File: src/rtl/alu_issue_ctrl.sv
// -----------------------------------------------------------------------------
// alu_issue_ctrl
// Issue/retire stage in front of the 16-bit ALU datapath. Accepts one
// operation per valid/ready handshake, drives registered operands and a
// one-hot Mux16 select into the ALU, waits EXEC_CYCLES for the datapath to
// settle, then captures the Mux16 output plus status flags into a result
// register offered downstream. Exactly one operation is in flight.
//
// Ports
//   clk          rising-edge clock
//   clr          asynchronous active-low reset
//   in_valid     upstream offers an op          in_ready   op can be accepted
//   in_op        opcode (0..11 legal)           in_a/in_b  operands
//   alu_a/alu_b  registered operands to ALU     op_sel     one-hot Mux16 select
//   alu_result   Mux16 output                   alu_ovf    ADD carry-out
//   out_valid    unread result held             out_ready  downstream accepts
//   out_result   captured result                out_zero   out_result == 0
//   out_ovf      ADD carry / SUB borrow         out_div0   DIV by zero
//   out_illegal  reserved opcode                op_count   retired ops (wraps)
// -----------------------------------------------------------------------------
module alu_issue_ctrl #(
   parameter int unsigned EXEC_CYCLES = 2
) (
   input  logic        clk,
   input  logic        clr,
   input  logic        in_valid,
   output logic        in_ready,
   input  logic [3:0]  in_op,
   input  logic [15:0] in_a,
   input  logic [15:0] in_b,
   output logic [15:0] alu_a,
   output logic [15:0] alu_b,
   output logic [15:0] op_sel,
   input  logic [31:0] alu_result,
   input  logic        alu_ovf,
   output logic        out_valid,
   input  logic        out_ready,
   output logic [31:0] out_result,
   output logic        out_zero,
   output logic        out_ovf,
   output logic        out_div0,
   output logic        out_illegal,
   output logic [15:0] op_count
);

   localparam int unsigned CW = $clog2(EXEC_CYCLES) + 1;
   localparam logic [3:0] OP_ADD = 4'd0;
   localparam logic [3:0] OP_SUB = 4'd1;
   localparam logic [3:0] OP_DIV = 4'd3;

   typedef enum logic [1:0] {IDLE, EXEC, HOLD} state_e;

   state_e          state_q;
   logic [CW-1:0]   cnt_q;
   logic [3:0]      op_q;
   logic [15:0]     a_q, b_q, op_sel_q, op_count_q;
   logic            in_ready_q, out_valid_q;
   logic [31:0]     result_q;
   logic            zero_q, ovf_q, div0_q, illegal_q;

   // Next-value terms for the select (from the incoming op) and the capture
   // (from the latched op).
   logic [15:0]     sel_d;
   logic [31:0]     result_d;
   logic            ovf_d, div0_d, illegal_d;

   // NOTE: every signal written here gets a default first so no latch is
   // inferred on any path through the block.
   always_comb begin
      sel_d     = '0;
      result_d  = alu_result;
      ovf_d     = 1'b0;
      div0_d    = 1'b0;
      illegal_d = 1'b0;

      // Reserved opcodes and divide-by-zero never drive the Mux16.
      if (in_op[3:2] != 2'b11 && !(in_op == OP_DIV && in_b == 16'h0000))
         sel_d = 16'h0001 << in_op;

      if (op_q[3:2] == 2'b11) begin
         illegal_d = 1'b1;
         result_d  = '0;
      end else if (op_q == OP_DIV && b_q == 16'h0000) begin
         div0_d   = 1'b1;
         result_d = 32'hFFFF_FFFF;
      end else if (op_q == OP_ADD) begin
         ovf_d = alu_ovf;
      end else if (op_q == OP_SUB) begin
         ovf_d = ({1'b0, a_q} < {1'b0, b_q});
      end
   end

   // NOTE: sequential state uses non-blocking assignments so every register
   // samples the pre-edge values regardless of statement order.
   always_ff @(posedge clk or negedge clr) begin
      if (!clr) begin
         state_q     <= IDLE;
         cnt_q       <= '0;
         op_q        <= '0;
         a_q         <= '0;
         b_q         <= '0;
         op_sel_q    <= '0;
         op_count_q  <= '0;
         in_ready_q  <= 1'b0;
         out_valid_q <= 1'b0;
         result_q    <= '0;
         zero_q      <= 1'b0;
         ovf_q       <= 1'b0;
         div0_q      <= 1'b0;
         illegal_q   <= 1'b0;
      end else begin
         unique case (state_q)
            IDLE: begin
               if (in_valid && in_ready_q) begin
                  a_q        <= in_a;
                  b_q        <= in_b;
                  op_q       <= in_op;
                  op_sel_q   <= sel_d;
                  cnt_q      <= CW'(EXEC_CYCLES - 1);
                  in_ready_q <= 1'b0;
                  state_q    <= EXEC;
               end else begin
                  // First edge after reset release raises in_ready.
                  in_ready_q <= 1'b1;
               end
            end
            EXEC: begin
               if (cnt_q != '0) begin
                  cnt_q <= cnt_q - CW'(1);
               end else begin
                  result_q    <= result_d;
                  zero_q      <= (result_d == 32'h0);
                  ovf_q       <= ovf_d;
                  div0_q      <= div0_d;
                  illegal_q   <= illegal_d;
                  op_sel_q    <= '0;
                  out_valid_q <= 1'b1;
                  state_q     <= HOLD;
               end
            end
            HOLD: begin
               if (out_ready) begin
                  out_valid_q <= 1'b0;
                  op_count_q  <= op_count_q + 16'd1;
                  in_ready_q  <= 1'b1;
                  state_q     <= IDLE;
               end
            end
            default: state_q <= IDLE;
         endcase
      end
   end

   assign in_ready    = in_ready_q;
   assign alu_a       = a_q;
   assign alu_b       = b_q;
   assign op_sel      = op_sel_q;
   assign out_valid   = out_valid_q;
   assign out_result  = result_q;
   assign out_zero    = zero_q;
   assign out_ovf     = ovf_q;
   assign out_div0    = div0_q;
   assign out_illegal = illegal_q;
   assign op_count    = op_count_q;

endmodule

File: config.mk
export PLATFORM = sky130hd
export DESIGN_NAME = alu_issue_ctrl
export DESIGN_NICKNAME = d
export VERILOG_FILES = /design/src/rtl/alu_issue_ctrl.sv
export SDC_FILE = /design/constraint.sdc
export NUM_CORES = 1
export LEC_CHECK = 0
export ABC_CLOCK_PERIOD_IN_PS = 3800
export BUFFER_PORTS_ARGS = -buffer_cell sky130_fd_sc_hd__buf_2
export CORE_ASPECT_RATIO = 2
export CORE_MARGIN = 2
export CORE_UTILIZATION = 43
export DETAILED_ROUTE_END_ITERATION = 10
export PLACE_DENSITY_LB_ADDON = 0.12
export SLEW_MARGIN = 10
export SYNTH_ARGS = -nofsm -noshare
export SYNTH_HDL_FRONTEND = slang
export SYNTH_SLANG_ARGS = --single-unit
File: constraint.sdc
create_clock -name clk -period 3.8 [get_ports clk]
set_input_delay 0.76 -clock clk [delete_from_list [all_inputs] [get_ports clk]]
set_output_delay 0.76 -clock clk [all_outputs]
set_load 0.02 [all_outputs]
==> impl_metrics.json <==
{
  "die_h_um": 155,
  "firstDrtPassIters": 6,
  "finalSetupTns_ns": 0,
  "endpoint": "out_result[4]$_DFFE_PN0P_",
  "num_vias": 4227,
  "cts.sinks": 110,
  "io_buffers": 174,
  "rrSetupSlack_ns": 1.61,
  "wl_met2_um": 7270,
  "wl_um": 13100,
  "syn_inst": 499,
  "cp.arrival_ns": 2.45,
  "num_io_pins": 175,
  "wl_met3_um": 685,
  "hp-class": "reg2reg",
  "multiInputGateArea_um2": 1990,
  "syn_nets": 589,
  "slew_headroom_pct": 37.0,
  "grt_first_pass_wirelength_um": 21100,
  "status": "finished, final reports clean",
  "crit_slowest_cell": "nor3_4",
  "place_congestion": 0.830,
  "core_area_um2": 11200,
  "finalClockSkew_ns": 0.0134,
  "clock.fmax_mhz": 457,
  "cts_hold_buf": 0,
  "drtIter0Drc": 140,
  "power_leakage_nw": 3.31,
  "syn_area_per_cell_um2": 9.84,
  "layout-drive-gt1-share_pct": 34.1,
  "finalSetupViolCount": 0,
  "hold_slack_ns": 0.464,
  "finalHoldViolations": 0,
  "htreeDepth": 3,
  "synth_edf_count": 0,
  "die-area_um2": 12300,
  "crit_path_end_kind": "register",
  "peakVddDrop_mv": 0.423,
  "period_needed_ns": 2.19,
  "clk_latency_ns": 0.35,
  "reg2reg_to": "out_result[4]$_DFFE_PN0P_",
  "root_buffer": "clkbuf_16",
  "reg2reg_from": "op_q[3]$_DFFE_PN0P_",
  "highest_layer": "met4",
  "start_util_pct": 43.8,
  "critPathMaxStageDelay_ns": 0.63,
  "yosysUniqueCellTypes": 41,
  "grt_pass1_vias": 4310,
  "slew_violations": 0,
  "die_w_um": 79.6,
  "wl_met1_um": 4830,
  "nFillCells": 1080,
  "postCtsResizedCells": 0,
  "cap_violations": 0,
  "antenna_left": 0,
  "post_cts_buffers": 0,
  "netlist_area_um2": 4910,
  "power_density_nw_per_um2": 811,
  "rsz0062_at_grt": "false",
  "clk_pin_slew_ns": 0.08,
  "rows": 55,
  "yosysWarnings": 0,
  "grt_usage_pct": 21.9,
  "grt_antenna_before_repair": 0,
  "period_share_pct": 57.6,
  "path_class": "reg2reg",
  "hpwlAfterDp_um": 10100,
  "ys_async_sr_fraction_pct": 100,
  "fin_ws_ns": 1.61,
  "clk_path_buf_depth": 2,
  "grt-ovfl-total": 0,
  "crit_start": "op_q[3]$_DFFE_PN0P_",
  "worstPathCellList": "or4_4 -> nor3_4 -> buf_4 -> nor2_1 -> o21ai_2",
  "cts_buffers": 9,
  "antennaDiodeCount": 0,
  "path_max_fanout": 19,
  "r2r_cells": 5,
  "place_ws_ns": 1.56,
  "vias_per_cell": 5.17,
  "cp-start-kind": "register",
  "synthFlopType": "dfrtp_1",
  "wl_per_cell_um": 16.1,
  "cts_tree": "built",
  "dp.cells": 802,
  "fin_cells": 817,
  "drc": 0,
  "ys_seq_area_share_pct": 56.0,
  "regArea_um2": 2750,
  "grt_max_degree": 64,
  "worst_pin_slew_ns": 0.942,
  "syn_to_final_growth_pct": 26.1,
  "cp.required_ns": 4.06,
  "ys_seq_elements": 110,
  "layout.nets": 761
}
-- flip-flops by register name, summed over array words and instances (netlist names) --
| name | flops |
|---|---|
| op_count | 16 |
| out_valid | 1 |
| op_sel | 16 |
| alu_a | 16 |
| out_zero | 1 |
| state_q | 2 |
| alu_b | 16 |
| out_div0 | 1 |
| op_q | 4 |
| out_illegal | 1 |
| cnt_q | 2 |
| out_result | 32 |
| out_ovf | 1 |
| in_ready | 1 |
-- stage by stage --
step	cell area [um2]	total power, W	util [%]
floorplan	4910	0.00335	-
global placement	5910	0.00410	52.7
detailed placement	5910	0.00417	52.7
CTS	6200	0.00509	55.2
global route	6200	0.00539	55.2
finish	6200	0.00502	55.2
-- worst max-delay path, delay by kind of cell (launching register included) --
| family | cells | cell delay [ns] |
|---|---|---|
| simple gates | 3 | 1.24 |
| flops | 1 | 0.41 |
| buf+inv | 1 | 0.33 |
| compound gates | 1 | 0.12 |
-- cell usage after synthesis, drive strengths merged (2+ instances only) --
library cell | n | area share (%)
o21ai | 53 | 7.6
clkbuf | 14 | 1.1
nor3 | 3 | 0.53
ha | 17 | 4.3
dfrtp | 110 | 56
and3 | 8 | 1.0
a21oi | 5 | 0.51
o2111ai | 3 | 0.53
a211oi | 3 | 0.46
or4 | 2 | 0.38
inv | 18 | 1.4
nand2 | 137 | 10
a21o | 2 | 0.31
a32o | 3 | 0.61
nor4 | 15 | 1.9
nand2b | 2 | 0.25
xor2 | 2 | 0.36
nor2 | 42 | 3.3
buf | 6 | 0.97
xnor2 | 13 | 2.3
nand4 | 8 | 1.0
nor2b | 4 | 0.51
a22o | 5 | 0.89
a211o | 2 | 0.36
nand3 | 13 | 1.3
-- report_power, final --
part           internal [W]  switching (W)  leakage, nW
Sequential          0.00160       0.000327         1.41
Clock              0.000467       0.000431        0.136
Combinational      0.000766        0.00143         1.76
-- final cells by class --
class | count | area share [%]
Inverter | 18 | 1.09
Multi-Input combinational cell | 351 | 32.1
Timing Repair Buffer | 181 | 14.9
Clock inverter | 5 | 0.687
Clock buffer | 10 | 3.86
Tap cell | 142 | 2.87
Sequential cell | 110 | 44.4
-- cell families after synthesis --
kind of cell               share of synthesized area [%]
adders and majority gates                           4.33
and+or+nand+nor                                     21.5
DFF                                                 56.0
AOI/OAI and AO/OA                                   11.8
xor gates and xnor gates                            2.67
muxes                                              0.204
buffers and inverters                               3.49
-- layer usage --
metal	GRT usage, %	vias to the layer above
li1	-	2037
met2	40.7	148
met1	23.9	2019
met4	8.54	0
met3	3.94	23
met5	0	-
-- layout by cell type, fill, tap and decap left out, types with 2 or more instances in the layout --
cell,count
clkinv_4,2
a32o_1,3
nor2_1,41
o21ai_2,29
a211o_1,2
buf_4,8
inv_1,18
nor3_1,2
nor4_1,15
o21ai_0,24
nand3_1,13
inv_6,2
xor2_1,2
nand2_1,136
nand2b_1,2
nand4_1,8
ha_1,17
a21oi_1,5
xnor2_1,13
a21o_1,2
buf_2,173
and3_1,8
nor2b_1,4
a211oi_1,3
o2111ai_1,3
dfrtp_1,110
clkbuf_16,9
a22o_1,5
-- worst min-delay path by stage --
stage	start	end	depth (start not counted)
finish	out_div0$_DFFE_PN0P_	out_div0$_DFFE_PN0P_	2
floorplan	cnt_q[0]$_DFFE_PN0P_	cnt_q[0]$_DFFE_PN0P_	1
global placement	out_div0$_DFFE_PN0P_	out_div0$_DFFE_PN0P_	2
global route	out_result[3]$_DFFE_PN0P_	out_result[3]$_DFFE_PN0P_	2
CTS	out_div0$_DFFE_PN0P_	out_div0$_DFFE_PN0P_	2
detailed placement	out_div0$_DFFE_PN0P_	out_div0$_DFFE_PN0P_	2
Note: power is estimated with default switching activity, not from simulation.
